### src/rtl/instr_fetch_buffer_pkg.sv
// Shared types for the instruction prefetch buffer: FSM states, FIFO entry layout, fetch stride.
// Latency: n/a (types and constants only).
// Backpressure: n/a.
package instr_fetch_buffer_pkg;

  // Bytes per instruction word; the prefetch address steps by this amount.
  localparam int INSTR_BYTES = 4;

  // Address/word width of the entry_t view below (matches the default WIDTH).
  localparam int ENTRY_W = 32;

  typedef enum logic [1:0] {
    S_IDLE  = 2'd0,
    S_FETCH = 2'd1,
    S_WAIT  = 2'd2,
    S_DRAIN = 2'd3
  } state_e;

  // One prefetched instruction; the FIFO stores entries packed as {addr, word}.
  typedef struct packed {
    logic [ENTRY_W-1:0] addr;
    logic [ENTRY_W-1:0] word;
  } entry_t;

endpackage

### src/rtl/instr_fetch_buffer_fetch_fifo.sv
// Synchronous FIFO holding prefetched {addr, word} entries, head visible combinationally.
// Latency: a pushed entry is at the head the cycle after the push edge.
// Backpressure: push ignored when full, pop ignored when empty; flush empties in one cycle.
module fetch_fifo #(
  parameter int DW    = 64,
  parameter int DEPTH = 4
) (
  input  logic          clk,
  input  logic          rst,
  input  logic          push,
  input  logic          pop,
  input  logic          flush,
  input  logic [DW-1:0] push_dat,
  output logic [DW-1:0] head_dat,
  output logic          full,
  output logic          empty
);

  localparam int PW = $clog2(DEPTH);

  logic [PW-1:0] wr_ptr_q, wr_ptr_d;
  logic [PW-1:0] rd_ptr_q, rd_ptr_d;
  logic [PW:0]   count_q, count_d;
  logic [DW-1:0] mem_q [DEPTH];
  logic [DW-1:0] mem_d [DEPTH];
  logic          do_push, do_pop;

  assign full     = (count_q == (PW+1)'(DEPTH));
  assign empty    = (count_q == '0);
  assign head_dat = mem_q[rd_ptr_q];

  // Next pointers, occupancy and storage; flush wins over push/pop.
  always_comb begin
    do_push  = push && !full;
    do_pop   = pop && !empty;
    mem_d    = mem_q;
    wr_ptr_d = wr_ptr_q;
    rd_ptr_d = rd_ptr_q;
    count_d  = count_q;
    if (flush) begin
      wr_ptr_d = '0;
      rd_ptr_d = '0;
      count_d  = '0;
    end else begin
      if (do_push) begin
        mem_d[wr_ptr_q] = push_dat;
        wr_ptr_d        = wr_ptr_q + 1'b1;
      end
      if (do_pop) begin
        rd_ptr_d = rd_ptr_q + 1'b1;
      end
      count_d = count_q + {{PW{1'b0}}, do_push} - {{PW{1'b0}}, do_pop};
    end
  end

  // State registers with synchronous reset.
  always_ff @(posedge clk) begin
    if (rst) begin
      wr_ptr_q <= '0;
      rd_ptr_q <= '0;
      count_q  <= '0;
      for (int i = 0; i < DEPTH; i++) mem_q[i] <= '0;
    end else begin
      wr_ptr_q <= wr_ptr_d;
      rd_ptr_q <= rd_ptr_d;
      count_q  <= count_d;
      mem_q    <= mem_d;
    end
  end

endmodule

### src/rtl/instr_fetch_buffer.sv
// Instruction prefetch buffer: sequential prefetch into a FIFO, combinational hit on the core address.
// Latency: hit the cycle after the memory ack (same cycle when FETCH_BUF_BYPASS_EN is defined).
// Backpressure: one outstanding read; mem_req held low while the FIFO is full.
import instr_fetch_buffer_pkg::*;

module instr_fetch_buffer #(
  parameter int WIDTH = 32,
  parameter int DEPTH = 4
) (
  input  logic             clk,
  input  logic             rst,
  input  logic [WIDTH-1:0] instr_addr,
  output logic [WIDTH-1:0] instr_in,
  output logic             instr_valid,
  output logic             mem_req,
  output logic [WIDTH-1:0] mem_addr,
  input  logic             mem_ack,
  input  logic [WIDTH-1:0] mem_rdata
);

  state_e           state_q, state_d;
  logic [WIDTH-1:0] fetch_pc_q, fetch_pc_d;
  logic [WIDTH-1:0] mem_addr_q, mem_addr_d;

  logic               fifo_push, fifo_pop, fifo_flush, fifo_full, fifo_empty;
  logic [2*WIDTH-1:0] push_dat, head_dat;
  logic [WIDTH-1:0]   head_addr, head_word, head_next, addr_al, expect_addr;
  logic               misaligned, redirect, seq_step;

  assign head_addr  = head_dat[2*WIDTH-1:WIDTH];
  assign head_word  = head_dat[WIDTH-1:0];
  assign push_dat   = {mem_addr_q, mem_rdata};
  assign fifo_push  = (state_q == S_WAIT) && mem_ack && !redirect;
  assign fifo_pop   = seq_step;
  assign fifo_flush = redirect;

  fetch_fifo #(
    .DW   (2*WIDTH),
    .DEPTH(DEPTH)
  ) u_fifo (
    .clk     (clk),
    .rst     (rst),
    .push    (fifo_push),
    .pop     (fifo_pop),
    .flush   (fifo_flush),
    .push_dat(push_dat),
    .head_dat(head_dat),
    .full    (fifo_full),
    .empty   (fifo_empty)
  );

  // Classify the core address against the head (or, when empty, the next word due from memory).
  always_comb begin
    addr_al     = {instr_addr[WIDTH-1:2], 2'b00};
    misaligned  = (instr_addr[1:0] != 2'b00);
    head_next   = head_addr + WIDTH'(INSTR_BYTES);
    expect_addr = (state_q == S_WAIT) ? mem_addr_q : fetch_pc_q;
    redirect    = 1'b0;
    seq_step    = 1'b0;
    if (state_q != S_IDLE) begin
      if (misaligned) begin
        redirect = 1'b1;
      end else if (!fifo_empty) begin
        seq_step = (instr_addr == head_next);
        redirect = (instr_addr != head_addr) && !seq_step;
      end else begin
        redirect = (instr_addr != expect_addr);
      end
    end
  end

  // FSM state register.
  always_ff @(posedge clk) begin
    if (rst) state_q <= S_IDLE;
    else     state_q <= state_d;
  end

  // FSM next state; a redirect with a read in flight must drain its ack.
  always_comb begin
    state_d = state_q;
    case (state_q)
      S_IDLE:  state_d = S_FETCH;
      S_FETCH: if (mem_req) state_d = redirect ? S_DRAIN : S_WAIT;
      S_WAIT:  begin
        if (redirect)     state_d = mem_ack ? S_FETCH : S_DRAIN;
        else if (mem_ack) state_d = S_FETCH;
      end
      S_DRAIN: if (mem_ack) state_d = S_FETCH;
      default: state_d = S_IDLE;
    endcase
  end

  // FSM outputs: memory request and the hit path to the core.
  always_comb begin
    mem_req     = (state_q == S_FETCH) && !fifo_full;
    mem_addr    = mem_req ? fetch_pc_q : mem_addr_q;
    instr_valid = 1'b0;
    instr_in    = '0;
    if (!fifo_empty && (head_addr == instr_addr)) begin
      instr_valid = 1'b1;
      instr_in    = head_word;
    end
`ifdef FETCH_BUF_BYPASS_EN
    else if ((state_q == S_WAIT) && fifo_empty && mem_ack && (mem_addr_q == instr_addr)) begin
      instr_valid = 1'b1;
      instr_in    = mem_rdata;
    end
`endif
  end

  // Prefetch address bookkeeping; a redirect overrides the normal advance.
  always_comb begin
    fetch_pc_d = fetch_pc_q;
    mem_addr_d = mem_addr_q;
    if (state_q == S_IDLE) fetch_pc_d = addr_al;
    if (mem_req) begin
      mem_addr_d = fetch_pc_q;
      fetch_pc_d = fetch_pc_q + WIDTH'(INSTR_BYTES);
    end
    if (redirect) fetch_pc_d = addr_al;
  end

  // Datapath registers.
  always_ff @(posedge clk) begin
    if (rst) begin
      fetch_pc_q <= '0;
      mem_addr_q <= '0;
    end else begin
      fetch_pc_q <= fetch_pc_d;
      mem_addr_q <= mem_addr_d;
    end
  end

endmodule

### config.mk
export PLATFORM = sky130hd
export DESIGN_NAME = instr_fetch_buffer
export DESIGN_NICKNAME = d
export VERILOG_FILES = /design/src/rtl/instr_fetch_buffer_pkg.sv /design/src/rtl/instr_fetch_buffer_fetch_fifo.sv /design/src/rtl/instr_fetch_buffer.sv
export SDC_FILE = /design/constraint.sdc
export NUM_CORES = 1
export LEC_CHECK = 0
export ABC_CLOCK_PERIOD_IN_PS = 10100
export CORE_UTILIZATION = 40
export CTS_CLUSTER_DIAMETER = 50
export DETAILED_ROUTE_END_ITERATION = 10
export PLACE_DENSITY = 0.69
export SLEW_MARGIN = 20
export SYNTH_ARGS = -nofsm -noshare
export SYNTH_HDL_FRONTEND = slang
export SYNTH_HIERARCHICAL = 1
export SYNTH_SLANG_ARGS = --single-unit
### constraint.sdc
create_clock -name clk -period 10.1 [get_ports clk]
set_input_delay 2.02 -clock clk [delete_from_list [all_inputs] [get_ports clk]]
set_output_delay 2.02 -clock clk [all_outputs]
set_load 0.1 [all_outputs]
# Word-level counts from Yosys, hierarchy flattened

Index checks and enable logic that the tools add are counted.

Eq/ne operators: 9
Multiplexer cells: 25
Bitwise operators: 3
Order comparisons: 3
Add/subtract/negate cells: 6
Reductions and logical operators: 20

Operators by type and width:

| kind                    | count |
|---|---|
| $bwmux W256             | 1 |
| $mux W32                | 6 |
| $mux W64                | 3 |
| $bmux W64 S2            | 1 |
| $demux W64 S2           | 1 |
| $add A32 B3 Y32 const B | 2 |
| $eq A32 B32 Y1          | 2 |
| $ne A32 B32 Y1          | 2 |
| $logic_and A1 B1 Y1     | 8 |
| $mux W1                 | 8 |
| $mux W2                 | 4 |
| $pmux W2 S4             | 1 |
| $ge A3 B3 Y1 const B    | 2 |
| $not A2 Y3              | 2 |
| $reduce_bool A2 Y1      | 3 |
| $add A2 B1 Y2 const B   | 2 |
| $eq A2 B2 Y1 const B    | 2 |
| $logic_not A1 Y1        | 4 |
| $add A3 B1 Y3           | 1 |
| $eq A3 B3 Y1 const B    | 1 |
| $logic_not A3 Y1        | 1 |
| $lt A3 B1 Y1 const B    | 1 |
| $reduce_bool A3 Y1      | 1 |
| $sub A3 B1 Y3           | 1 |
| 6 further kinds         | 6 |

Register bits: 329
Word-level logic and storage cells: 77

# Depth between registers and ports, before layout

Gate-level depths: netlist of the first run.

Depth after elaboration: 16
Mapped depth: 24
Gate-level depth less buffers: 19

# Hierarchy

Netlist of the first run, hierarchy kept.

By module, submodules not included:

| module             | area an instance (um2) | cells each | instances |
|---|---|---|---|
| fetch_fifo         | 12009.0                | 1026       | 1 |
| instr_fetch_buffer | 5511.5                 | 743        | 1 |

# Worst setup path after synthesis of the first run

OpenSTA, ideal clock, no wires.

Kind: input port to output port
Start: in instr_addr[22]
End: out instr_in[22]
Arrival: 5.265 ns
Stages: 7
Buffers on the path: 2
Slack: 2.815 ns
Path through: clkbuf_1 xnor2_1 nand4_1 or4_1 nor3_1 clkbuf_1 and2_1

Longest elaborated chain between the ends: 3

RTL lines:

| element             | line                     | source |
|---|---|---|
| start, declared     | instr_fetch_buffer.sv:12 | `input logic [WIDTH-1:0] instr_addr,` |
| $eq A32 B32 Y1      | instr_fetch_buffer.sv:99 | `if (!fifo_empty && (head_addr == instr_addr)) begin` |
| $logic_and A1 B1 Y1 | instr_fetch_buffer.sv:99 |  |
| $mux W32            | instr_fetch_buffer.sv:99 |  |
| end, declared       | instr_fetch_buffer.sv:13 | `output logic [WIDTH-1:0] instr_in,` |

Every way passes these cells.

# Final worst setup path of the first run

Start: in instr_addr[26]
End: out instr_in[15]

The elaborated chain is that of the path after synthesis.

==> impl_metrics.py, run 1 <==
metrics = {
    "outcome": {
        "status": "completed",
    },
    "sta": {
        "hold_viol_final": 0,
        "period_needed_ps": 7540,
        "slew_headroom_pct": 28.9,
        "post-route-period-util_pct": 74.7,
        "rsz0062_at_grt": "no",
        "tns_ps": 0,
        "finalSetupViolations": 0,
        "tightest_slew_ps": 1070,
        "fin_skew_ps": 21.5,
        "slew_viol_final": 0,
        "clock.fmax_mhz": 133,
    },
    "global_route": {
        "antenna_found_initial": 0,
        "overflow": 0,
        "grt_max_degree": 140,
        "grt_pass1_vias": 13300,
        "grt_usage_pct": 21.2,
        "grt_pass1_wl_um": 74500,
    },
    "clocking": {
        "clock_path_buffers": 3,
        "root_buffer": "clkbuf_16",
        "post_cts_buffers": 0,
        "insertion_delay_ps": 580,
        "cts_tree": "done",
        "clock-sinks": 327,
        "postCtsHoldBufs": 0,
        "path_clk_slew_ps": 50,
        "htreeDepth": 2,
        "cts_resized": 0,
        "numCtsBuffers": 44,
    },
    "yosys": {
        "synth_area_mm2": 0.0175,
        "syn-num-nets": 1845,
        "synth_cells": 1769,
        "synth_seq_area_share_pct": 37.4,
        "ys_warn_count": 6,
        "synth_top_flop_cell": "dfxtp_1",
        "yosysUniqueCellTypes": 73,
        "syn_avg_cell_area_um2": 9.90,
        "ys_seq_elements": 327,
        "synth_edf_count": 0,
        "synthArstFlopShare_pct": 0,
    },
    "route": {
        "wl_um": 47600,
        "routed-via-count": 13400,
        "drc": 0,
        "detail_route.first_pass.iterations": 5,
        "routed_via_density": 5.45,
        "post_drt_wl_per_cell_um": 19.4,
        "drt_iter0_drc": 1040,
        "drtAntennaViolNets": 0,
    },
    "place": {
        "place_area_mm2": 0.0191,
        "globalplace.congestion": 0.925,
        "place_hpwl_um": 31900,
        "io_buffers": 132,
    },
    "cells_and_area": {
        "multi_input_area_mm2": 0.0103,
        "drive_above_1_share_pct": 10.4,
        "layout_common_cells": "nand2b_1, dfxtp_1, mux2i_1",
        "layout_commonest_cell": "nand2b_1",
        "regArea_mm2": 0.00655,
        "diodes": 0,
        "num-fill-cells": 3998,
        "fin_area_mm2": 0.0206,
        "fin_nets": 1914,
        "area_delta_synth_final_pct": 17.6,
    },
    "hold_path": {
        "whs_path_depth": 2,
        "min_path_type": "reg -> reg",
        "hold_path_end": "u_fifo/mem_q[210]",
        "min_from": "u_fifo/mem_q[210]",
    },
    "flow_run": {
        "max-cap-violations": 0,
    },
    "floorplanning": {
        "dieArea_mm2": 0.0446,
        "ioPinCount": 133,
        "core_mm2": 0.0432,
        "core.rowCount": 76,
        "die_h_um": 211,
        "die-width_um": 211,
        "start_util_pct": 40.6,
    },
    "power": {
        "ir_drop_v": 0.000114,
        "leakagePower_nw": 8.28,
        "p_per_area_mw_per_mm2": 154,
    },
    "critical_path": {
        "endpoint_kind": "primary output",
        "worst_r2r_endpoint": "u_fifo/mem_q[93]",
        "r2r_cells": 15,
        "r2r-start": "u_fifo/rd_ptr_q[0]",
        "rrSetupSlack_ps": 3580,
        "cp-start-kind": "primary input",
        "arrival_ps": 5520,
        "worstSetupPathType": "in -> out",
        "worstPathMaxFanout": 34,
        "crit_required_ps": 8080,
    },
}
==> report_power, final <==
part / switching (mW) / total, mW / internal (mW)
registers: 0.0201 / 1.32 / 1.30
logic: 0.174 / 0.273 / 0.0988
clock network: 0.630 / 1.57 / 0.944
total: 0.824 / 3.17 / 2.34
==> cell usage after synthesis (3+ instances only) <==
cell type | number | area, um^2
nor2b_1 | 6 | 37.5
o211ai_1 | 6 | 45.0
clkbuf_1 | 73 | 274
nand4b_1 | 3 | 26.3
buf_6 | 3 | 33.8
a31oi_1 | 5 | 31.3
nor3b_1 | 3 | 22.5
o31ai_1 | 3 | 22.5
mux2_2 | 5 | 56.3
o22ai_1 | 6 | 37.5
a21oi_1 | 49 | 245
and2_1 | 43 | 269
nor4_1 | 12 | 75.1
inv_1 | 19 | 71.3
a211oi_1 | 8 | 60.1
and4_1 | 5 | 43.8
ha_1 | 8 | 100
o21ai_0 | 26 | 130
xor2_1 | 41 | 359
o32ai_1 | 3 | 26.3
buf_1 | 6 | 22.5
mux2i_1 | 286 | 2860
buf_2 | 19 | 95.1
a22oi_1 | 3 | 22.5
nand2_1 | 142 | 533
o32ai_2 | 10 | 163
nand2b_1 | 328 | 2050
mux4_2 | 64 | 1440
nand3_1 | 36 | 180
xnor2_1 | 45 | 394
buf_4 | 24 | 180
nor2_1 | 35 | 131
nand4_1 | 21 | 131
a22o_1 | 5 | 43.8
dfxtp_1 | 327 | 6550
and3_1 | 16 | 100
o221a_2 | 5 | 56.3
nor3_1 | 25 | 125
==> final cells by class <==
class,instances,area share [%]
Timing Repair Buffer,150,7.09
Clock buffer,58,5.75
Sequential cell,327,31.8
Inverter,19,0.346
Tap cell,585,3.55
Multi-Input combinational cell,1296,50.0
Clock inverter,23,1.40
==> how the worst max path moves through the flow <==
| stage | start | endpoint | slack, ps | cells past startpoint |
|---|---|---|---|---|
| after global routing | instr_addr[26] | instr_in[30] | 2380 | 8 |
| final | instr_addr[26] | instr_in[15] | 2560 | 8 |
| after detailed placement | instr_addr[26] | instr_in[30] | 2520 | 8 |
| after CTS | instr_addr[26] | instr_in[30] | 2510 | 8 |
| after floorplan | instr_addr[22] | instr_in[22] | 2810 | 7 |
| after global placement | instr_addr[24] | instr_in[30] | 2500 | 8 |
==> logic make-up (layout without fill, tap and decap cells) <==
kind of cell             after synthesis  after routing  synth area share (%)
AO/OA/AOI/OAI                        152            152                  6.20
XOR/XNOR                              86             86                  4.30
adder cells (fa/ha/maj)                9              9                 0.686
buffers and inverters                146            250                  4.06
flip-flops                           327            327                  37.4
multiplexers                         355            355                  24.9
AND/OR/NAND/NOR                      694            694                  22.5
==> worst max-delay path, stage by stage <==
cell and delay, ps:
clkdlybuf4s50_1 550, xnor2_1 440, nand4_1 120, or4_1 550
nor3_2 120, buf_4 350, and2_1 200, clkdlybuf4s50_1 1140
==> state kept, by name, summed over array words and instances (netlist names) <==
signal and count:
u_fifo/count_q 3, state_q 2, u_fifo/rd_ptr_q 2, u_fifo/wr_ptr_q 2
u_fifo/mem_q 256, mem_addr_q 32, fetch_pc_q 30
==> per-stage QoR <==
stage | worst slack (ps) | power, mW | hold slack [ps] | utilization, % | cells
after detailed placement | 2520 | 1.62 | 463 | 44.3 | 2377
after CTS | 2510 | 3.20 | 473 | 47.7 | 2458
after floorplan | 2810 | 1.52 | 445 | - | 1769
after global placement | 2500 | 1.62 | 455 | 44.3 | 2377
final | 2560 | 3.17 | 470 | 47.7 | 2458
after global routing | 2380 | 3.28 | 487 | 47.7 | 2458
==> per-layer routing <==
layer  share of wire, %  vias to the layer above  routed length (um)  track usage [%]
met5                  0                        -                   0                0
met4                2.9                        0                1370             7.70
met3                5.7                      100                2710             3.46
met2                 45                      430               21400             33.7
met1                 46                     6518               22100             29.0
li1                   -                     6336                   -                -
No activity file was read; power rests on OpenSTA's default activity.
==> inputs of run 2 (changes only) <==
Settings changed: ABC_CLOCK_PERIOD_IN_PS 10100 to 6200, PLACE_DENSITY 0.69 to 0.71.
Clock period 10.1 ns to 6.2 ns, I/O delays scaled along.
==> impl_metrics.py, run 2 (same netlist as run 1, synthesis figures left out) <==
metrics = {
    "global_route": {
        "grt_pass1_wl_um": 73800,
        "grt_max_degree": 277,
        "grt_usage_pct": 20.9,
        "overflow": 0,
        "grt_pass1_vias": 13600,
        "antenna_found_initial": 2,
    },
    "clocking": {
        "cts_tree": "done",
        "postCtsHoldBufs": 0,
        "root_buffer": "clkbuf_16",
        "clock-sinks": 327,
        "numCtsBuffers": 40,
        "path_clk_slew_ps": 60,
        "insertion_delay_ps": 550,
        "post_cts_buffers": 0,
        "htreeDepth": 2,
        "cts_resized": 0,
        "clock_path_buffers": 3,
    },
    "cells_and_area": {
        "layout_common_cells": "nand2b_1, dfxtp_1, mux2i_1",
        "fin_nets": 1916,
        "layout_commonest_cell": "nand2b_1",
        "regMostFlops": "u_fifo/mem_q",
        "regArea_mm2": 0.00655,
        "fin_area_mm2": 0.0208,
        "reg_top3": "u_fifo/mem_q x256, mem_addr_q x32, fetch_pc_q x30",
        "fin_util_pct": 48.1,
        "drive_above_1_share_pct": 13.6,
        "stdcell_count": 2454,
        "multi_input_area_mm2": 0.0103,
        "area_delta_synth_final_pct": 18.6,
        "largest_reg_flops": 256,
        "diodes": 0,
        "num-fill-cells": 4052,
    },
    "place": {
        "place_hpwl_um": 31700,
        "io_buffers": 132,
        "globalplace.congestion": 1.02,
        "dp.cells": 2383,
        "place_area_mm2": 0.0194,
    },
    "critical_path": {
        "cp-startpoint": "u_fifo/rd_ptr_q[1]",
        "cp-start-kind": "register",
        "crit_required_ps": 4960,
        "r2r-start": "u_fifo/rd_ptr_q[1]",
        "rrSetupSlack_ps": 1000,
        "worstPathMaxFanout": 33,
        "worstSetupPathType": "reg -> out",
        "endpoint_kind": "primary output",
        "arrival_ps": 4240,
    },
    "power": {
        "ir_drop_v": 0.000237,
        "leakagePower_nw": 8.46,
        "power_mw": 4.94,
        "p_per_area_mw_per_mm2": 238,
    },
    "floorplanning": {
        "ioPinCount": 133,
        "dieArea_mm2": 0.0446,
        "die_h_um": 211,
        "core_mm2": 0.0432,
        "core.rowCount": 76,
        "die-width_um": 211,
        "start_util_pct": 40.6,
    },
    "sta": {
        "tns_ps": 0,
        "rsz0062_at_grt": "no",
        "clock.fmax_mhz": 183,
        "tightest_slew_ps": 1060,
        "slew_headroom_pct": 28.4,
        "post-route-period-util_pct": 88.3,
        "hold_viol_final": 0,
        "slew_viol_final": 0,
        "fin_skew_ps": 30.8,
        "period_needed_ps": 5480,
        "finalSetupViolations": 0,
    },
    "route": {
        "routed-via-count": 13400,
        "routed_via_density": 5.48,
        "detail_route.first_pass.iterations": 5,
        "drc": 0,
        "wl_um": 46800,
        "drtAntennaViolNets": 0,
        "drt_iter0_drc": 1095,
        "post_drt_wl_per_cell_um": 19.1,
    },
    "hold_path": {
        "min_from": "u_fifo/mem_q[174]",
        "min_path_type": "reg -> reg",
    },
    "outcome": {
        "status": "completed",
    },
    "flow_run": {
        "max-cap-violations": 0,
    },
}
[run 2: cell count changes in the layout (fill, tap and decap cells not counted), moves of 3 or more]
cell | before | now
clkinv_2 | 4 | 7
buf_4 | 18 | 51
inv_6 | 6 | 1
clkdlybuf4s50_1 | 131 | 70
buf_12 | 0 | 34
clkinv_4 | 3 | 0
[run 2: final timing paths]
check | cells past startpoint | to
worst min register to register | 2 | u_fifo/mem_q[174]
worst min-delay path | 2 | u_fifo/mem_q[174]
worst max-delay path | 9 | instr_in[6]
worst max register to register | 19 | u_fifo/count_q[2]
[run 2: area by class of cell]
| type | instances | share of cell area (%) |
|---|---|---|
| Timing Repair Buffer | 156 | 8.56 |
| Clock inverter | 16 | 0.904 |
| Clock buffer | 55 | 5.49 |
| Sequential cell | 327 | 31.6 |
| Inverter | 19 | 0.343 |
| Multi-Input combinational cell | 1296 | 49.6 |
| Tap cell | 585 | 3.52 |
[run 2: through the flow]
step           hold slack (ps)  setup slack [ps]
5_1_grt                    490               506
6_report                   470               724
3_5_place_dp               464               845
3_3_place_gp               455               885
4_1_cts                    472               679
2_1_floorplan              445               367
[run 2: metal layers]
metal / part of all wire [%] / global-route usage [%] / vias to the layer above / wire length [um]
li1: - / - / 6320 / -
met1: 45 / 27.9 / 6517 / 21000
met2: 45 / 33.3 / 497 / 21200
met3: 6.7 / 3.84 / 106 / 3140
met4: 3.2 / 8.42 / 0 / 1500
met5: 0 / 0 / - / 0
[run 2: worst max-delay path, cell delays in order (launching register included)]
cell,delay (ps)
dfxtp_4,600
buf_4,470
mux4_2,700
xnor2_1,180
nand4_1,140
or4_1,570
nor3_2,190
buf_4,360
and2_1,240
buf_12,190
[run 2: power breakdown]
| group | internal [mW] | switching [mW] | total [mW] |
|---|---|---|---|
| combinational | 0.158 | 0.282 | 0.440 |
| sequential | 2.12 | 0.0327 | 2.15 |
| clock | 1.42 | 0.931 | 2.35 |
==> inputs of run 3 (changes only) <==
==> constraint.sdc (replaced) <==
create_clock -name clk -period 6.2 [get_ports clk]
set_input_delay 1.86 -clock clk [delete_from_list [all_inputs] [get_ports clk]]
set_output_delay 1.86 -clock clk [all_outputs]
set_load 0.1 [all_outputs]
==> impl_metrics.py, run 3 (same netlist as run 1, synthesis figures left out) <==
metrics = {
    "outcome": {
        "status": "completed",
    },
    "sta": {
        "hold_viol_final": 0,
        "slew_headroom_pct": 28.6,
        "slew_viol_final": 0,
        "whs_ps": 469,
        "fin_skew_ps": 27.0,
        "period_needed_ps": 6170,
        "post-route-period-util_pct": 99.6,
        "clock.fmax_mhz": 162,
        "finalSetupViolations": 0,
        "tightest_slew_ps": 1070,
    },
    "cells_and_area": {
        "regArea_mm2": 0.00655,
        "area_delta_synth_final_pct": 21.1,
        "regMostFlops": "u_fifo/mem_q",
        "num-fill-cells": 3951,
        "reg_top3": "u_fifo/mem_q x256, mem_addr_q x32, fetch_pc_q x30",
        "multi_input_area_mm2": 0.0104,
        "fin_area_mm2": 0.0212,
        "fin_util_pct": 49.1,
        "layout_commonest_cell": "nand2b_1",
        "fin_nets": 1937,
        "largest_reg_flops": 256,
        "layout_common_cells": "nand2b_1, dfxtp_1, mux2i_1",
        "drive_above_1_share_pct": 16.0,
        "stdcell_count": 2479,
    },
    "critical_path": {
        "crit_required_ps": 4340,
        "cp-start-kind": "primary input",
        "r2r-start": "u_fifo/rd_ptr_q[0]",
        "worstPathMaxFanout": 18,
        "worstSetupPathType": "in -> out",
        "arrival_ps": 4310,
        "worst_r2r_endpoint": "u_fifo/mem_q[127]",
        "endpoint_kind": "primary output",
        "r2r_cells": 15,
        "rrSetupSlack_ps": 750,
    },
    "floorplanning": {
        "core_mm2": 0.0432,
        "dieArea_mm2": 0.0446,
        "core.rowCount": 76,
        "die_h_um": 211,
        "die-width_um": 211,
        "ioPinCount": 133,
        "start_util_pct": 40.6,
    },
    "hold_path": {
        "min_from": "u_fifo/mem_q[172]",
        "min_path_type": "reg -> reg",
        "hold_path_end": "u_fifo/mem_q[172]",
        "whs_path_depth": 2,
    },
    "flow_run": {
        "max-cap-violations": 0,
    },
    "global_route": {
        "grt_usage_pct": 22.2,
        "grt_max_degree": 213,
        "grt_pass1_vias": 13600,
        "antenna_found_initial": 0,
        "grt_pass1_wl_um": 77600,
        "overflow": 0,
    },
    "clocking": {
        "root_buffer": "clkbuf_16",
        "insertion_delay_ps": 580,
        "path_clk_slew_ps": 60,
        "htreeDepth": 2,
        "cts_tree": "done",
        "numCtsBuffers": 41,
        "clock-sinks": 327,
        "clock_path_buffers": 3,
    },
    "route": {
        "routed-via-count": 13700,
        "wl_um": 50200,
        "drc": 0,
        "drtAntennaViolNets": 0,
        "routed_via_density": 5.54,
        "post_drt_wl_per_cell_um": 20.3,
        "detail_route.first_pass.iterations": 6,
        "drt_iter0_drc": 1257,
    },
    "place": {
        "globalplace.congestion": 0.996,
        "place_hpwl_um": 33100,
        "io_buffers": 132,
        "dp.cells": 2401,
        "place_area_mm2": 0.0196,
    },
    "power": {
        "leakagePower_nw": 8.73,
        "ir_drop_v": 0.000183,
        "p_per_area_mw_per_mm2": 244,
    },
}
-- run 3: changes by cell type in the layout (fill, tap and decap cells not counted), moves of 3 or more --
cell	change
clkdlybuf4s50_1	-8
bufinv_16	+4
xnor2_1	-7
buf_12	+6
and2_2	+9
and2_1	-9
dlymetal6s2s_1	+3
buf_4	+18
xnor2_2	+7
-- run 3: power by group --
group,switching [mW],internal (mW),leakage [nW]
clock,0.983,1.57,0.699
sequential,0.0324,2.12,2.65
combinational,0.292,0.168,5.39
total,1.31,3.86,8.73
-- run 3: final cells by class --
| class | count | share of cell area, % |
|---|---|---|
| diodes | 1 | 0.0118 |
| clock buffers | 52 | 5.22 |
| clock inverters | 23 | 1.62 |
| inverters | 19 | 0.336 |
| multi-input cells | 1296 | 49.0 |
| flip-flops and latches | 327 | 30.9 |
| well taps | 585 | 3.45 |
| repair buffers | 176 | 9.50 |
-- run 3: per-stage QoR --
step	power [mW]	setup WS (ps)	TNS, ps
after floorplan	2.48	108	0
after global placement	2.64	100	0
after detailed placement	2.65	33.4	0
after CTS	5.21	23.2	0
after global routing	5.33	-1.85	-1.85
final	5.17	27.7	0
-- run 3: worst max-delay path by stage --
stage	from	to	slack [ps]	cells past startpoint
6_report	instr_addr[30]	instr_in[14]	30	9
5_1_grt	instr_addr[14]	instr_in[14]	-2	9
4_1_cts	instr_addr[14]	instr_in[5]	20	8
3_5_place_dp	instr_addr[14]	instr_in[5]	30	8
3_3_place_gp	instr_addr[14]	instr_in[1]	100	8
2_1_floorplan	instr_addr[22]	instr_in[10]	110	7
-- run 3: per-layer routing --
metal,GRT usage [%],up-vias,wire length (um)
met5,0,-,0
met4,8.87,0,1700
met3,3.76,117,3360
met2,34.9,540,22600
met1,30.3,6713,22600
li1,-,6370,-
-- run 3: worst max-delay path, cell delays in order --
cell             delay, ps
clkdlybuf4s50_1        480
xnor2_1                390
nand4_1                140
or4_4                  460
nor3_4                 210
buf_12                 160
clkbuf_16              200
and2_1                 200
buf_12                 180
-- run 3: what timing repair did --
item,in CTS,in global routing
setup endpoints to repair,0,32
resized for setup,0,12
setup buffers,0,1
hold buffers,0,0
